[src/rtl/mem_port_arbiter_if.sv]
// Bus bundle between the pipeline (fetch + data ports), the single-port RAM
// and the arbiter that shares that RAM between them.
// slave  : the arbiter.
// master : everything around it (pipeline requesters and RAM read data).
interface mem_port_arbiter_if #(
  parameter int ADDR_W = 8,
  parameter int DATA_W = 16
);
  // fetch port
  logic              if_req;
  logic [ADDR_W-1:0] if_addr;
  logic              if_flush;
  logic [DATA_W-1:0] if_rdata;
  logic              if_valid;
  logic              if_stall;
  // data port
  logic              dm_req;
  logic              dm_we;
  logic [ADDR_W-1:0] dm_addr;
  logic [DATA_W-1:0] dm_wdata;
  logic [DATA_W-1:0] dm_rdata;
  logic              dm_valid;
  logic              dm_stall;
  // RAM side
  logic [ADDR_W-1:0] mem_addr;
  logic              mem_write;
  logic [DATA_W-1:0] mem_din;
  logic [DATA_W-1:0] mem_dout;

  modport slave (
    input  if_req, if_addr, if_flush, dm_req, dm_we, dm_addr, dm_wdata, mem_dout,
    output if_rdata, if_valid, if_stall, dm_rdata, dm_valid, dm_stall,
           mem_addr, mem_write, mem_din
  );

  modport master (
    output if_req, if_addr, if_flush, dm_req, dm_we, dm_addr, dm_wdata, mem_dout,
    input  if_rdata, if_valid, if_stall, dm_rdata, dm_valid, dm_stall,
           mem_addr, mem_write, mem_din
  );
endinterface

[src/rtl/mem_port_arbiter.sv]
// Shares one single-port synchronous RAM between instruction fetch and the
// data port. One grant per cycle, data port wins ties, and a saturating
// counter lets a starved fetch win once the data port has beaten it
// STARVE_MAX times. Read data appears one cycle after the grant.
module mem_port_arbiter #(
  parameter int ADDR_W     = 8,
  parameter int DATA_W     = 16,
  parameter int STARVE_MAX = 3
) (
  input  logic             clk,
  input  logic             reset,
  mem_port_arbiter_if.slave bus
);

  localparam logic [1:0] IDLE    = 2'd0;
  localparam logic [1:0] WAIT_IF = 2'd1;
  localparam logic [1:0] WAIT_DM = 2'd2;

  localparam int SW = $clog2(STARVE_MAX + 1);
  localparam logic [SW-1:0] STARVE_TOP = SW'(STARVE_MAX);

  // state_p1 names the port granted in the previous cycle
  logic [1:0]        state_p1;
  logic [SW-1:0]     starve_p1;
  logic              dm_we_p1;
  logic [DATA_W-1:0] if_hold_p1;
  logic [DATA_W-1:0] dm_hold_p1;

  logic eff_if, eff_dm, gnt_if, gnt_dm;
  logic if_valid, dm_valid, dm_rd_done;

  function automatic logic [SW-1:0] sat_inc(input logic [SW-1:0] s);
    return (s == STARVE_TOP) ? s : s + 1'b1;
  endfunction

  // Arbitration: a port is masked in the cycle its own access completes.
  always_comb begin
    eff_if = bus.if_req & ~bus.if_flush & (state_p1 != WAIT_IF);
    eff_dm = bus.dm_req & (state_p1 != WAIT_DM);
    gnt_dm = eff_dm & ~(eff_if & (starve_p1 == STARVE_TOP));
    gnt_if = eff_if & ~gnt_dm;
  end

  // RAM address/write mux driven straight from the grant; writes blocked in reset.
  always_comb begin
    bus.mem_addr  = bus.if_addr;
    bus.mem_write = 1'b0;
    bus.mem_din   = '0;
    if (gnt_dm) begin
      bus.mem_addr  = bus.dm_addr;
      bus.mem_write = bus.dm_we & ~reset;
      bus.mem_din   = bus.dm_wdata;
    end
  end

  // Completion and read-data bypass. A flush in the completion cycle hides the
  // fetch combinationally, so no extra kill state is needed.
  always_comb begin
    if_valid     = (state_p1 == WAIT_IF) & ~bus.if_flush;
    dm_valid     = (state_p1 == WAIT_DM);
    dm_rd_done   = dm_valid & ~dm_we_p1;
    bus.if_valid = if_valid;
    bus.dm_valid = dm_valid;
    bus.if_stall = bus.if_req & ~if_valid;
    bus.dm_stall = bus.dm_req & ~dm_valid;
    bus.if_rdata = if_valid   ? bus.mem_dout : if_hold_p1;
    bus.dm_rdata = dm_rd_done ? bus.mem_dout : dm_hold_p1;
  end

  // ---- grant stage -> completion stage ----
  // Control: grant state and starvation counter.
  always_ff @(posedge clk) begin
    if (reset) begin
      state_p1  <= IDLE;
      starve_p1 <= '0;
    end else begin
      state_p1 <= gnt_dm ? WAIT_DM : (gnt_if ? WAIT_IF : IDLE);
      if (gnt_if | ~bus.if_req)
        starve_p1 <= '0;
      else if (eff_if & gnt_dm)
        starve_p1 <= sat_inc(starve_p1);
    end
  end

  // Remember whether the granted data access was a store (no rdata update).
  always_ff @(posedge clk) begin
    if (gnt_dm)
      dm_we_p1 <= bus.dm_we;
  end

  // Read-data hold registers; cleared by reset so outputs start at zero.
  always_ff @(posedge clk) begin
    if (reset) begin
      if_hold_p1 <= '0;
      dm_hold_p1 <= '0;
    end else begin
      if (if_valid)   if_hold_p1 <= bus.mem_dout;
      if (dm_rd_done) dm_hold_p1 <= bus.mem_dout;
    end
  end

endmodule
[src/flat_wrapper.sv]
// flat-port wrapper written by rule: the top's interface ports become plain ports
module mem_port_arbiter_flat 
#(
  parameter int ADDR_W     = 8,
  parameter int DATA_W     = 16,
  parameter int STARVE_MAX = 3
)
  (clk, reset, bus_if_req, bus_if_addr, bus_if_flush, bus_dm_req, bus_dm_we, bus_dm_addr, bus_dm_wdata, bus_mem_dout, bus_if_rdata, bus_if_valid, bus_if_stall, bus_dm_rdata, bus_dm_valid, bus_dm_stall, bus_mem_addr, bus_mem_write, bus_mem_din);
  mem_port_arbiter_if #(.ADDR_W(ADDR_W), .DATA_W(DATA_W)) bus_i ();
  input  logic clk;
  input  logic reset;
  input wire logic [$bits(bus_i.if_req)-1:0] bus_if_req;
  input wire logic [$bits(bus_i.if_addr)-1:0] bus_if_addr;
  input wire logic [$bits(bus_i.if_flush)-1:0] bus_if_flush;
  input wire logic [$bits(bus_i.dm_req)-1:0] bus_dm_req;
  input wire logic [$bits(bus_i.dm_we)-1:0] bus_dm_we;
  input wire logic [$bits(bus_i.dm_addr)-1:0] bus_dm_addr;
  input wire logic [$bits(bus_i.dm_wdata)-1:0] bus_dm_wdata;
  input wire logic [$bits(bus_i.mem_dout)-1:0] bus_mem_dout;
  output wire logic [$bits(bus_i.if_rdata)-1:0] bus_if_rdata;
  output wire logic [$bits(bus_i.if_valid)-1:0] bus_if_valid;
  output wire logic [$bits(bus_i.if_stall)-1:0] bus_if_stall;
  output wire logic [$bits(bus_i.dm_rdata)-1:0] bus_dm_rdata;
  output wire logic [$bits(bus_i.dm_valid)-1:0] bus_dm_valid;
  output wire logic [$bits(bus_i.dm_stall)-1:0] bus_dm_stall;
  output wire logic [$bits(bus_i.mem_addr)-1:0] bus_mem_addr;
  output wire logic [$bits(bus_i.mem_write)-1:0] bus_mem_write;
  output wire logic [$bits(bus_i.mem_din)-1:0] bus_mem_din;
  assign bus_i.if_req = bus_if_req;
  assign bus_i.if_addr = bus_if_addr;
  assign bus_i.if_flush = bus_if_flush;
  assign bus_i.dm_req = bus_dm_req;
  assign bus_i.dm_we = bus_dm_we;
  assign bus_i.dm_addr = bus_dm_addr;
  assign bus_i.dm_wdata = bus_dm_wdata;
  assign bus_i.mem_dout = bus_mem_dout;
  assign bus_if_rdata = bus_i.if_rdata;
  assign bus_if_valid = bus_i.if_valid;
  assign bus_if_stall = bus_i.if_stall;
  assign bus_dm_rdata = bus_i.dm_rdata;
  assign bus_dm_valid = bus_i.dm_valid;
  assign bus_dm_stall = bus_i.dm_stall;
  assign bus_mem_addr = bus_i.mem_addr;
  assign bus_mem_write = bus_i.mem_write;
  assign bus_mem_din = bus_i.mem_din;
  mem_port_arbiter #(.ADDR_W(ADDR_W), .DATA_W(DATA_W), .STARVE_MAX(STARVE_MAX)) u_core (.clk(clk), .reset(reset), .bus(bus_i));
endmodule
[config.mk]
export PLATFORM = sky130hd
export DESIGN_NAME = mem_port_arbiter_flat
export DESIGN_NICKNAME = d
export VERILOG_FILES = /design/src/rtl/mem_port_arbiter_if.sv /design/src/rtl/mem_port_arbiter.sv /design/src/flat_wrapper.sv
export SDC_FILE = /design/constraint.sdc
export NUM_CORES = 1
export LEC_CHECK = 0
export CAP_MARGIN = 10
export CORE_MARGIN = 10
export CORE_UTILIZATION = 37
export DETAILED_ROUTE_END_ITERATION = 8
export PLACE_DENSITY = 0.78
export REMOVE_ABC_BUFFERS = 1
export SLEW_MARGIN = 20
export SYNTH_ARGS = -nofsm -noshare
export SYNTH_HDL_FRONTEND = slang
export SYNTH_SLANG_ARGS = --single-unit
export TNS_END_PERCENT = 30
[constraint.sdc]
create_clock -name clk -period 2 [get_ports clk]
set_clock_uncertainty 0.15 [all_clocks]
set_input_delay 0.4 -clock clk [delete_from_list [all_inputs] [get_ports clk]]
set_output_delay 0.4 -clock clk [all_outputs]
set_load 0.01 [all_outputs]
==> After elaboration in Yosys (flattened, before gate mapping) <==
Cells that the tools add are included.
{ "word_totals": {"ff_bits": 37, "output_inout_bits": 61, "elab_cells": 44} }
{ "classes": {"addsub": 1, "eq_ne": 5, "n_mux": 7, "bitwise": 22, "n_reduce_logical": 3} }
{ "ops": {"columns": ["cell", "n"], "rows": [
  ["$mux 16", 3],
  ["$and 1x1->1", 12],
  ["$not 1->1", 9],
  ["$mux 8", 1],
  ["$eq 2x2->1 const B", 2],
  ["$reduce_or 2->1", 2],
  ["$add 2x1->2 const B", 1],
  ["$eq 2x1->1 const B", 1],
  ["$mux 1", 2],
  ["$mux 2", 1],
  ["$ne 2x1->1 const B", 1],
  ["$ne 2x2->1 const B", 1],
  ["$reduce_and 2->1", 1],
  ["$or 1x1->1", 1]
]} }

==> Logic depth before layout (Yosys ltp) <==
Gate-level depths: netlist (run 1).
{ "depth": {"word_depth": 10, "depth_mapped": 6, "depth_no_buf": 4} }

==> Worst setup path before layout (run 1) <==
OpenSTA, ideal clock, no wires.
{ "synth_timing": {"path_type": "flip-flop to output port", "start": "register u_core.starve_p1[0]", "end": "output port bus_mem_addr[6]", "t_arrival_ns": 1.449, "setup_slack_ns": 0.001, "stages_incl_launch_ff": 7, "cell_sequence": "dfxtp_1 -> ha_1 -> nand4b_1 -> and4_1 -> buf_2 -> buf_6 -> mux2_1"} }
{ "synth_via": {"elab_chain_cells": 5} }
{ "synth_lines": {"columns": ["element", "line", "text"], "rows": [
  ["start, declared", "mem_port_arbiter.sv:24", "logic [SW-1:0] starve_p1;"],
  ["start signal, assigned", "mem_port_arbiter.sv:81", "starve_p1 <= sat_inc(starve_p1);"],
  ["$eq 2x2->1", "mem_port_arbiter.sv:40", "gnt_dm = eff_dm & ~(eff_if & (starve_p1 == STARVE_TOP));"],
  ["$and 1x1->1", "mem_port_arbiter.sv:40", null],
  ["$not 1->1", "mem_port_arbiter.sv:40", null],
  ["$and 1x1->1", "mem_port_arbiter.sv:40", null],
  ["$mux 8", "mem_port_arbiter.sv:49", "if (gnt_dm) begin"],
  ["end, declared", "flat_wrapper.sv:26", "output wire logic [$bits(bus_i.mem_addr)-1:0] bus_mem_addr;"]
]} }
Every way passes these cells.

==> Worst setup path after layout (run 1) <==
{ "layout_timing": {"start": "register u_core.starve_p1[1]", "end": "output port bus_mem_addr[1]"} }
The elaborated chain is that of the path after synthesis.

==> results.md, run 1 <==
- Status: finished with violations
- Violated checks: setup timing
- WP depth: 6
- Largest net degree at the start of global routing: 36
- Count of flip-flops with a built-in enable after synthesis: 1
- Core area: 4817 sq um
- Final core occ: 75.71%
- FF+latch count, synth: 37
- Yosys warning total: 0
- Die Area: 8286 sq um
- Critical R2R Launch: u_core.starve_p1[1]
- GRT Total Usage: 16.37%
- DR WL/cell: 19.22 um
- Crit-path slowest cell: dfxtp_2
- Main synth FF type: dfxtp_1
- Area growth, synth to finish: 95.38%
- Ant. Diodes: 0
- Layout cells sized above 1: 53.09%
- Async SR Flop Fraction: 0%
- Slew HR: 72.52%
- Post-DR vias/cell: 4.618
- Post-Route WL: 7.188 mm
- Post-route cell area: 3647 sq um
- Fin nets: 361
- Setup violators final: 57
- # Max-Cap Violations: 0
- Worst Path Arrival: 1790 ps
- Final Max Slew Viols: 0
- Root Buffer: clkbuf_8
- FILL cells: 351
- Total power: 1.813 mW
- Min-delay src: u_core.starve_p1[1]
- Hold WC Path Type: flop to flop
- RR Endpoint: u_core.starve_p1[1]
- CTS Buf Count: 5
- CP required: 1450 ps
- Worst Tran Pin Value: 406.8 ps
- Worst Setup Start Kind: flop
- HPWL Detailed: 4.753 mm
- Placed Instances: 346
- Fmax: 0.4269 GHz
- Worst setup path category: flop to primary output
- Clock edge transition at the registers on the reported setup and hold paths: 70 ps
- PortBufs: 114
- Final setup margin: -342.3 ps
- Critical-path maximum fanout: 7
- VDD IR max: 0.4567 mV
- Power per cell area: 497.1 nW/um^2
- RSZ-0062 raised after global routing: yes
- Vias in the first global route: 1,874
- GPL Wtd Cong: 0.8343
- Static Leak: 1.658 nW
- Setup crit end kind: primary output
- Initial core utilization: 38.75%
- DIE WIDTH: 91.03 um
- Clk sinks: 37
- Worst path bufs/invs: 2
- Commonest cells after routing, fill and taps aside: buf_6 (68), clkdlybuf4s50_1 (51), mux2_4 (39)
- Endpoints failing hold: 0
- CTS tree: built
- Row count: 25
- CP cell instances: ha_4 > nand4b_1 > and4_4 > buf_12 > mux2_4 > buf_6
- Yosys cell types: 28
- Hold depth: 2
- Die H: 91.03 um
- Worst skew pair latency: 290 ps
- Sequential area share after synthesis: 40.21%
- Clk buf depth: 2
- R2r setup slk: 190 ps
- Drt initial violations: 87
- WHS Endpoint: u_core.starve_p1[1]
- I/O pin count: 115
- Dpl ws: -831.7 ps
- Final min period: 2342 ps
- Largest stage delay, worst path: 350 ps
- Post-route antenna net violation count: 0
- Placement Cell Area: 3136 sq um
- Initial antenna violation count: 0
- Fin crit share: 117.1%
- Top delay family on crit path: simple AND/OR/NAND/NOR gates
- DRC viols: 0
- Router iterations before antenna repair: 4
- Most common cell after layout, fill and taps aside: buf_6
- Total grt overflow: 0
- Non-filler cells, final: 374
- Worst reg2reg path depth: 5
- Avg Cell Area, Syn: 11.59 sq um
- Post-Syn Instances: 161
- H-tree levels: 2
- Post-Syn Area: 1867 sq um
- Via count: 1,727
- First-pass GRT wire length: 10.83 mm
[how the worst max path moves through the flow]
stage / start / end / slack, ps
floorplan: u_core.state_p1[0] / bus_if_rdata[0] / -1310
global placement: bus_if_flush / bus_if_rdata[4] / -800
detailed placement: bus_if_flush / bus_if_rdata[9] / -830
CTS: u_core.starve_p1[0] / bus_mem_addr[5] / -320
global route: u_core.state_p1[0] / bus_mem_addr[1] / -380
finish: u_core.starve_p1[1] / bus_mem_addr[1] / -340
[synth_stat cells, types with 2 or more instances]
master	instances	area share, %
and2_1	17	5.7
clkbuf_1	3	0.60
dfxtp_1	36	39
buf_2	2	0.54
nor3b_1	2	0.80
mux2_2	21	13
nand2b_1	4	1.3
nand4b_1	2	0.94
a221oi_1	2	0.94
buf_6	2	1.2
and2b_1	10	4.0
mux2_4	18	14
nor2b_1	26	8.7
inv_1	2	0.40
[power by group]
group | leakage, nW | switching (mW) | internal (mW)
Clock | 0.0450 | 0.264 | 0.241
Sequential | 0.303 | 0.0100 | 0.758
Combinational | 1.31 | 0.188 | 0.352
Total | 1.66 | 0.462 | 1.35
[state kept, by name (all words and copies together) (netlist names)]
register,cells
u_core.dm_hold_p1,16
u_core.dm_we_p1,1
u_core.if_hold_p1,16
u_core.starve_p1,2
u_core.state_p1,2
[cells by family after synthesis]
| family | Yosys count | synth area share, % |
|---|---|---|
| AOI/OAI and AO/OA | 4 | 1.676 |
| adders and majority gates | 2 | 1.206 |
| DFF | 37 | 40.21 |
| and+or+nand+nor | 67 | 24.93 |
| buffers and inverters | 11 | 4.223 |
| muxes | 40 | 27.75 |
[repair_timing]
item,CTS,global route
gates cloned,4,0
pin swaps,8,1
hold buffers,0,0
setup buffers,15,2
resized for setup,331,41
setup endpoints to repair,61,59
endpoints found under the hold margin,0,0
[per-layer routing]
layer	vias to the layer above	wire (um)	global-route usage [%]
met2	53	3789	29.30
met4	0	152	2.611
met3	13	467	6.420
met1	823	2779	18.12
li1	838	-	-
met5	-	0	0
[tightest hold or removal path, cell delays in order, from the launching register on]
cell and delay [ps]:
dfxtp_2 350, o41ai_1 90, a221oi_1 80
[per-stage QoR]
stage	hold WS [ps]	setup TNS (ps)
floorplan	307.5	-41150
global placement	326.0	-38070
detailed placement	338.5	-39660
CTS	363.1	-13330
global route	425.4	-17200
finish	409.0	-14160
[area by class of cell]
cell class                 count  area (sq um)  share of cell area (%)
timing repair buffer         147          1540                   42.23
inverter                       2         7.507                  0.2058
clock inverter                 2         10.01                  0.2744
multi-input combinational    113          1175                   32.21
tap                           67         83.83                   2.298
clock buffer                   6         72.57                   1.990
sequential                    37         758.2                   20.79
(Power assumes the default switching activity.)
==> inputs of run 2 (changes only) <==
--- a/config.mk
+++ b/config.mk
@@ -5,11 +5,13 @@
 export SDC_FILE = /design/constraint.sdc
 export NUM_CORES = 1
 export LEC_CHECK = 0
-export CAP_MARGIN = 10
+export CELL_PAD_IN_SITES_DETAIL_PLACEMENT = 1
+export CELL_PAD_IN_SITES_GLOBAL_PLACEMENT = 1
 export CORE_MARGIN = 10
-export CORE_UTILIZATION = 37
+export CORE_UTILIZATION = 27
 export DETAILED_ROUTE_END_ITERATION = 8
 export PLACE_DENSITY = 0.78
+export RECOVER_POWER = 25
 export REMOVE_ABC_BUFFERS = 1
 export SLEW_MARGIN = 20
 export SYNTH_ARGS = -nofsm -noshare
==> run 2 against run 1 <==
  * The run still ends with setup timing left
  * Wire length grew 4.2%
  * Combinational power rose by 4.1%
  * Cell count up 3.5%
  * Critical endpoint is now bus_mem_addr[2]
  * Largest cell class unchanged
  * Largest power group unchanged
==> results.md, run 2 (synthesis results as in run 1) <==
- Status: finished with violations
- Violated checks: setup timing
- Worst skew pair latency: 280 ps (about the same)
- Switching Share: 24.68% (-0.80 points)
- PortBufs: 114 (unchanged)
- H-tree levels: 2 (unchanged)
- Fin crit share: 115.9% (-1.2 points)
- Router iterations before antenna repair: 4 (unchanged)
- Clock edge transition at the registers on the reported setup and hold paths: 70 ps (about the same)
- FILL cells: 712 (+100%)
- Slew HR: 75.70% (+3.2 points)
- Met2 Usage GRT: 23.16% (-6.1 points)
- Fmax: 0.4314 GHz (+1.1%)
- Die H: 103.2 um (+13%)
- Most common cell after layout, fill and taps aside: buf_6
- Comb power frac: 30.2% (+0.4 points)
- Total power: 1.859 mW (+2.5%)
- DIE WIDTH: 103.2 um (+13%)
- Pint: 1.400 mW (+3.6%)
- Commonest cells after routing, fill and taps aside: buf_6 (65), clkdlybuf4s50_1 (50), mux2_4 (40)
- CTS Buf Count: 5 (unchanged)
- Placed Instances: 362 (+4.6%)
- Most Used Layer, Global Route: met2
- Total grt overflow: 0 (unchanged)
- Met1 Track Usage GR: 14.53% (-3.6 points)
- Initial core utilization: 27.63% (-11 points)
- Clk sinks: 37 (unchanged)
- Root Buffer: clkbuf_8
- RSZ-0062 raised after global routing: yes
- Setup crit end kind: primary output
- Power per cell area: 492.0 nW/um^2 (-1.0%)
- DRC viols: 0 (unchanged)
- Clock power frac: 28.5% (+0.6 points)
- Hold WC Path Type: flop to flop
- Largest net degree at the start of global routing: 36 (unchanged)
- Die Area: 10,640 sq um (+28%)
- Switch Pwr: 0.4588 mW (-0.70%)
- HPWL Detailed: 5.199 mm (+9.4%)
- GPL Wtd Cong: 0.8103 (-2.9%)
- CP required: 1450 ps (about the same)
- Post-route antenna net violation count: 0 (unchanged)
- CTS tree: built
- Drt initial violations: 31 (-64%)
- Fin nets: 362 (+0.28%)
- DR WL/cell: 19.35 um (+0.70%)
- Biggest regs: u_core.dm_hold_p1 (16), u_core.if_hold_p1 (16)
- Worst Tran Pin Value: 364.5 ps (-42.31 ps)
- GRT Total Usage: 13.66% (-2.7 points)
- Post-Route WL: 7.490 mm (+4.2%)
- Final setup margin: -317.9 ps (+24.40 ps)
- I/O pin count: 115 (unchanged)
- VDD IR max: 0.3304 mV (-28%)
- Number of hold buffers added after CTS: 0 (unchanged)
- Endpoints failing hold: 0 (unchanged)
- Non-filler cells, final: 387 (+3.5%)
- Setup violators final: 57 (unchanged)
- Worst Path Arrival: 1770 ps (-20 ps)
- M3 GR Usage: 8.244% (+1.8 points)
- Final Max Slew Viols: 0 (unchanged)
- Via count: 1,769 (+2.4%)
- Part of the power in registers: 41.3% (-1.1 points)
- Critical-path maximum fanout: 6 (-1)
- Static Leak: 1.700 nW (+2.6%)
- Worst setup path category: flop to primary output
- Clk buf depth: 2 (unchanged)
- Core area: 6756 sq um (+40%)
- Worst Setup Start Kind: flop
- Layout cells sized above 1: 53.75% (+0.65 points)
- # Max-Cap Violations: 0 (unchanged)
- Final min period: 2318 ps (-24.40 ps)
- Row count: 30 (+20%)
- Post-DR vias/cell: 4.571 (-1.0%)
- Initial antenna violation count: 0 (unchanged)
- First-pass GRT wire length: 11.05 mm (+2.1%)
- Area growth, synth to finish: 102.4%
- Vias in the first global route: 1,952 (+4.2%)
- Ant. Diodes: 0 (unchanged)
## run 2: path summary, 6_finish.rpt
check	slack (ps)	to	from	cells past startpoint
max	-320	bus_mem_addr[2]	u_core.starve_p1[0]	6
min	360	u_core.starve_p1[1]	u_core.starve_p1[1]	2
max reg2reg	260	u_core.starve_p1[1]	u_core.starve_p1[0]	5
min reg2reg	360	u_core.starve_p1[1]	u_core.starve_p1[1]	2
## run 2: what timing repair did
| item | 4_1_cts | 5_1_grt |
|---|---|---|
| resized for setup | 327 | 42 |
| endpoints found under the hold margin | 0 | 0 |
| pin swaps | 4 | 19 |
| endpoints found under the setup margin | 61 | 60 |
| setup buffers | 11 | 3 |
| gates cloned | 5 | 1 |
## run 2: power by group through the flow
| stage | logic, mW | clock network (mW) | registers, mW |
|---|---|---|---|
| global route | 0.599 | 0.589 | 0.769 |
| detailed placement | 0.450 | 0 | 0.783 |
| CTS | 0.520 | 0.553 | 0.767 |
| finish | 0.562 | 0.530 | 0.767 |
| global placement | 0.442 | 0 | 0.782 |
| floorplan | 0.151 | 0 | 0.781 |
## run 2: routing by layer
| layer | wire [um] | share of wire, % | up-vias |
|---|---|---|---|
| met5 | 0 | 0 | - |
| met4 | 25 | 0.33 | 0 |
| met3 | 828 | 11 | 2 |
| met2 | 3708 | 50 | 75 |
| met1 | 2929 | 39 | 855 |
| li1 | - | - | 837 |
## run 2: final cells by class
class | instances | area (sq um) | area share, %
clock buffers | 6 | 82.58 | 2.185
multi-input cells | 113 | 1191 | 31.52
flip-flops and latches | 37 | 758.2 | 20.07
inverters | 2 | 7.507 | 0.1987
repair buffers | 148 | 1633 | 43.21
well taps | 80 | 100.1 | 2.649
clock inverters | 1 | 6.256 | 0.1656
## run 2: worst max-delay path, stage by stage, from the launching register on
cell and delay, ps:
dfxtp_2 340, ha_4 160, nand4bb_1 90, and4_4 310, buf_12 140, mux2_4 310, buf_6 130
## run 2: metrics by stage
stage	hold slack (ps)	util, %	setup WS (ps)	setup TNS [ps]	area, sq um
CTS	359.0	53.78	-376.0	-14100	3633
global route	393.2	55.93	-370.7	-15050	3779
finish	355.7	55.93	-317.9	-11500	3779
floorplan	307.5	-	-1307	-41150	1795
detailed placement	331.5	47.17	-845.9	-41400	3187
global placement	331.9	47.17	-822.9	-39640	3187
==> inputs of run 3 (changes only) <==
--- a/config.mk
+++ b/config.mk
@@ -12,7 +12,6 @@
 export DETAILED_ROUTE_END_ITERATION = 8
 export PLACE_DENSITY = 0.78
 export RECOVER_POWER = 25
-export REMOVE_ABC_BUFFERS = 1
 export SLEW_MARGIN = 20
 export SYNTH_ARGS = -nofsm -noshare
 export SYNTH_HDL_FRONTEND = slang
==> run 3 against run 2 <==
  * The run still ends with setup timing left
  * Sequential share of layout area grew 0.62 points
  * Cell count grew 1.0%
  * Global-route usage is 0.40 points higher
  * Clock power rose by 7.7%
  * Sequential power about the same
==> results.md, run 3 (synthesis results as in run 1) <==
- Worst setup path category: flop to primary output
- Worst skew pair latency: 280 ps (about the same)
- Setup crit end kind: primary output
- Post-Route WL: 7.324 mm (-2.2%)
- CTS tree: built
- Post-DR vias/cell: 4.540 (-0.69%)
- Non-filler cells, final: 391 (+1.0%)
- Final Max Slew Viols: 0 (unchanged)
- HPWL Detailed: 5.187 mm (-0.22%)
- Static Leak: 1.675 nW (-1.5%)
- Critical-path maximum fanout: 6 (unchanged)
- CP required: 1450 ps (about the same)
- Die Area: 10,640 sq um (unchanged)
- Syn_nets: 216
- # Max-Cap Violations: 0 (unchanged)
- Fmax: 0.4380 GHz (+1.5%)
- DIE WIDTH: 103.2 um (unchanged)
- Endpoints failing hold: 0 (unchanged)
- Root Buffer: clkbuf_8
- Placed Instances: 363 (+0.28%)
- Setup TNS: -13,100 ps (-1602 ps)
- DR WL/cell: 18.73 um (-3.2%)
- Layout cells sized above 1: 51.45% (-2.3 points)
- Status: finished with violations
- Die H: 103.2 um (unchanged)
- Drt initial violations: 51 (+65%)
- CTS Buf Count: 5 (unchanged)
- PortBufs: 114 (unchanged)
- Total power: 1.855 mW (-0.23%)
- Most common cell after layout, fill and taps aside: buf_6
- GRT Total Usage: 14.05% (+0.40 points)
- Slew HR: 75.71% (about the same)
- Ant. Diodes: 0 (unchanged)
- Clock edge transition at the registers on the reported setup and hold paths: 80 ps (about the same)
- Clk buf depth: 2 (unchanged)
- Biggest regs: u_core.dm_hold_p1 (16), u_core.if_hold_p1 (16)
- Worst Path Arrival: 1730 ps (-40 ps)
- GPL Wtd Cong: 0.7582 (-6.4%)
- Hold WC Path Type: flop to flop
- Hold_ws: 385.2 ps (+29.49 ps)
- Initial core utilization: 27.63% (unchanged)
- Final min period: 2283 ps (-34.85 ps)
- Clk sinks: 37 (unchanged)
- VDD IR max: 0.2545 mV (-23%)
- Fin nets: 365 (+0.83%)
- DRC viols: 0 (unchanged)
- Fin crit share: 114.2% (-1.7 points)
- Placement Cell Area: 3194 sq um (+0.24%)
- Router iterations before antenna repair: 4 (unchanged)
- Setup violators final: 57 (unchanged)
- Commonest cells after routing, fill and taps aside: buf_6 (65), clkdlybuf4s50_1 (50), mux2_4 (40)
- Largest net degree at the start of global routing: 36 (unchanged)
- Worst Setup Start Kind: flop
- Total grt overflow: 0 (unchanged)
- H-tree levels: 2 (unchanged)
- Power per cell area: 504.4 nW/um^2 (+2.5%)
- Number of hold buffers added after CTS: 0 (unchanged)
- Post-route cell area: 3677 sq um (-2.7%)
- Post-route antenna net violation count: 0 (unchanged)
- Core area: 6756 sq um (unchanged)
- RSZ-0062 raised after global routing: yes
- Initial antenna violation count: 0 (unchanged)
- Area growth, synth to finish: 96.98%
- I/O pin count: 115 (unchanged)
- Violated checks: setup timing
- Worst Tran Pin Value: 364.4 ps (-0.1700 ps)
- Via count: 1,775 (+0.34%)
- Final setup margin: -283.1 ps (+34.85 ps)
- Vias in the first global route: 2,083 (+6.7%)
- First-pass GRT wire length: 11.47 mm (+3.7%)
- Row count: 30 (unchanged)
run 3: changes by cell type in the layout (fill, tap and decap cells not counted), moves of 2 or more:
cell	change
buf_2	+11
and2_1	+10
and2_4	-10
buf_16	-3
buf_12	-2
buf_4	-2
run 3: metal layers:
| metal | global-route usage (%) | routed length (um) | vias to the layer above |
|---|---|---|---|
| li1 | - | - | 847 |
| met1 | 14.99 | 2759 | 828 |
| met2 | 23.45 | 3515 | 94 |
| met3 | 7.976 | 993 | 6 |
| met4 | 3.529 | 56 | 0 |
| met5 | 0 | 0 | - |
run 3: repair_timing:
item	CTS	global route
gates resized for setup	333	20
endpoints found under the setup margin	61	61
setup buffers	17	1
pin swaps	5	3
cloned	3	0
run 3: layout make-up:
type / count / area [sq um]
Clock buffer: 7 / 96.34
Clock inverter: 1 / 5.005
Fill cell: 731 / 3079
Inverter: 2 / 7.507
Multi-Input combinational cell: 113 / 1160
Sequential cell: 37 / 760.7
Tap cell: 80 / 100.1
Timing Repair Buffer: 151 / 1548
run 3: metrics by stage:
step,worst slack (ps),util (%)
final,-283.1,54.43
after global routing,-361.8,54.43
after CTS,-361.3,53.69
after detailed placement,-899.9,47.28
after global placement,-804.8,47.28
after floorplan,1.268,-
run 3: final timing paths:
check                           start                   to  slack [ps]  cells after the start
hold / removal    u_core.starve_p1[1]  u_core.starve_p1[1]         390                      2
hold reg to reg   u_core.starve_p1[1]  u_core.starve_p1[1]         390                      2
setup reg to reg  u_core.starve_p1[0]  u_core.starve_p1[1]         210                      5
setup / recovery  u_core.starve_p1[0]      bus_mem_addr[6]        -280                      6
run 3: report_power, final:
group	total [mW]	internal (mW)	switching (mW)
Clock	0.571	0.312	0.260
Sequential	0.768	0.757	0.0105
Combinational	0.516	0.335	0.180
Total	1.85	1.40	0.451
run 3: worst max-delay path: stages, from the launching register on:
cell      delay [ps]
dfxtp_2          340
ha_4             170
nand4b_1         100
and4_4           270
buf_12           140
mux2_4           310
buf_6            120
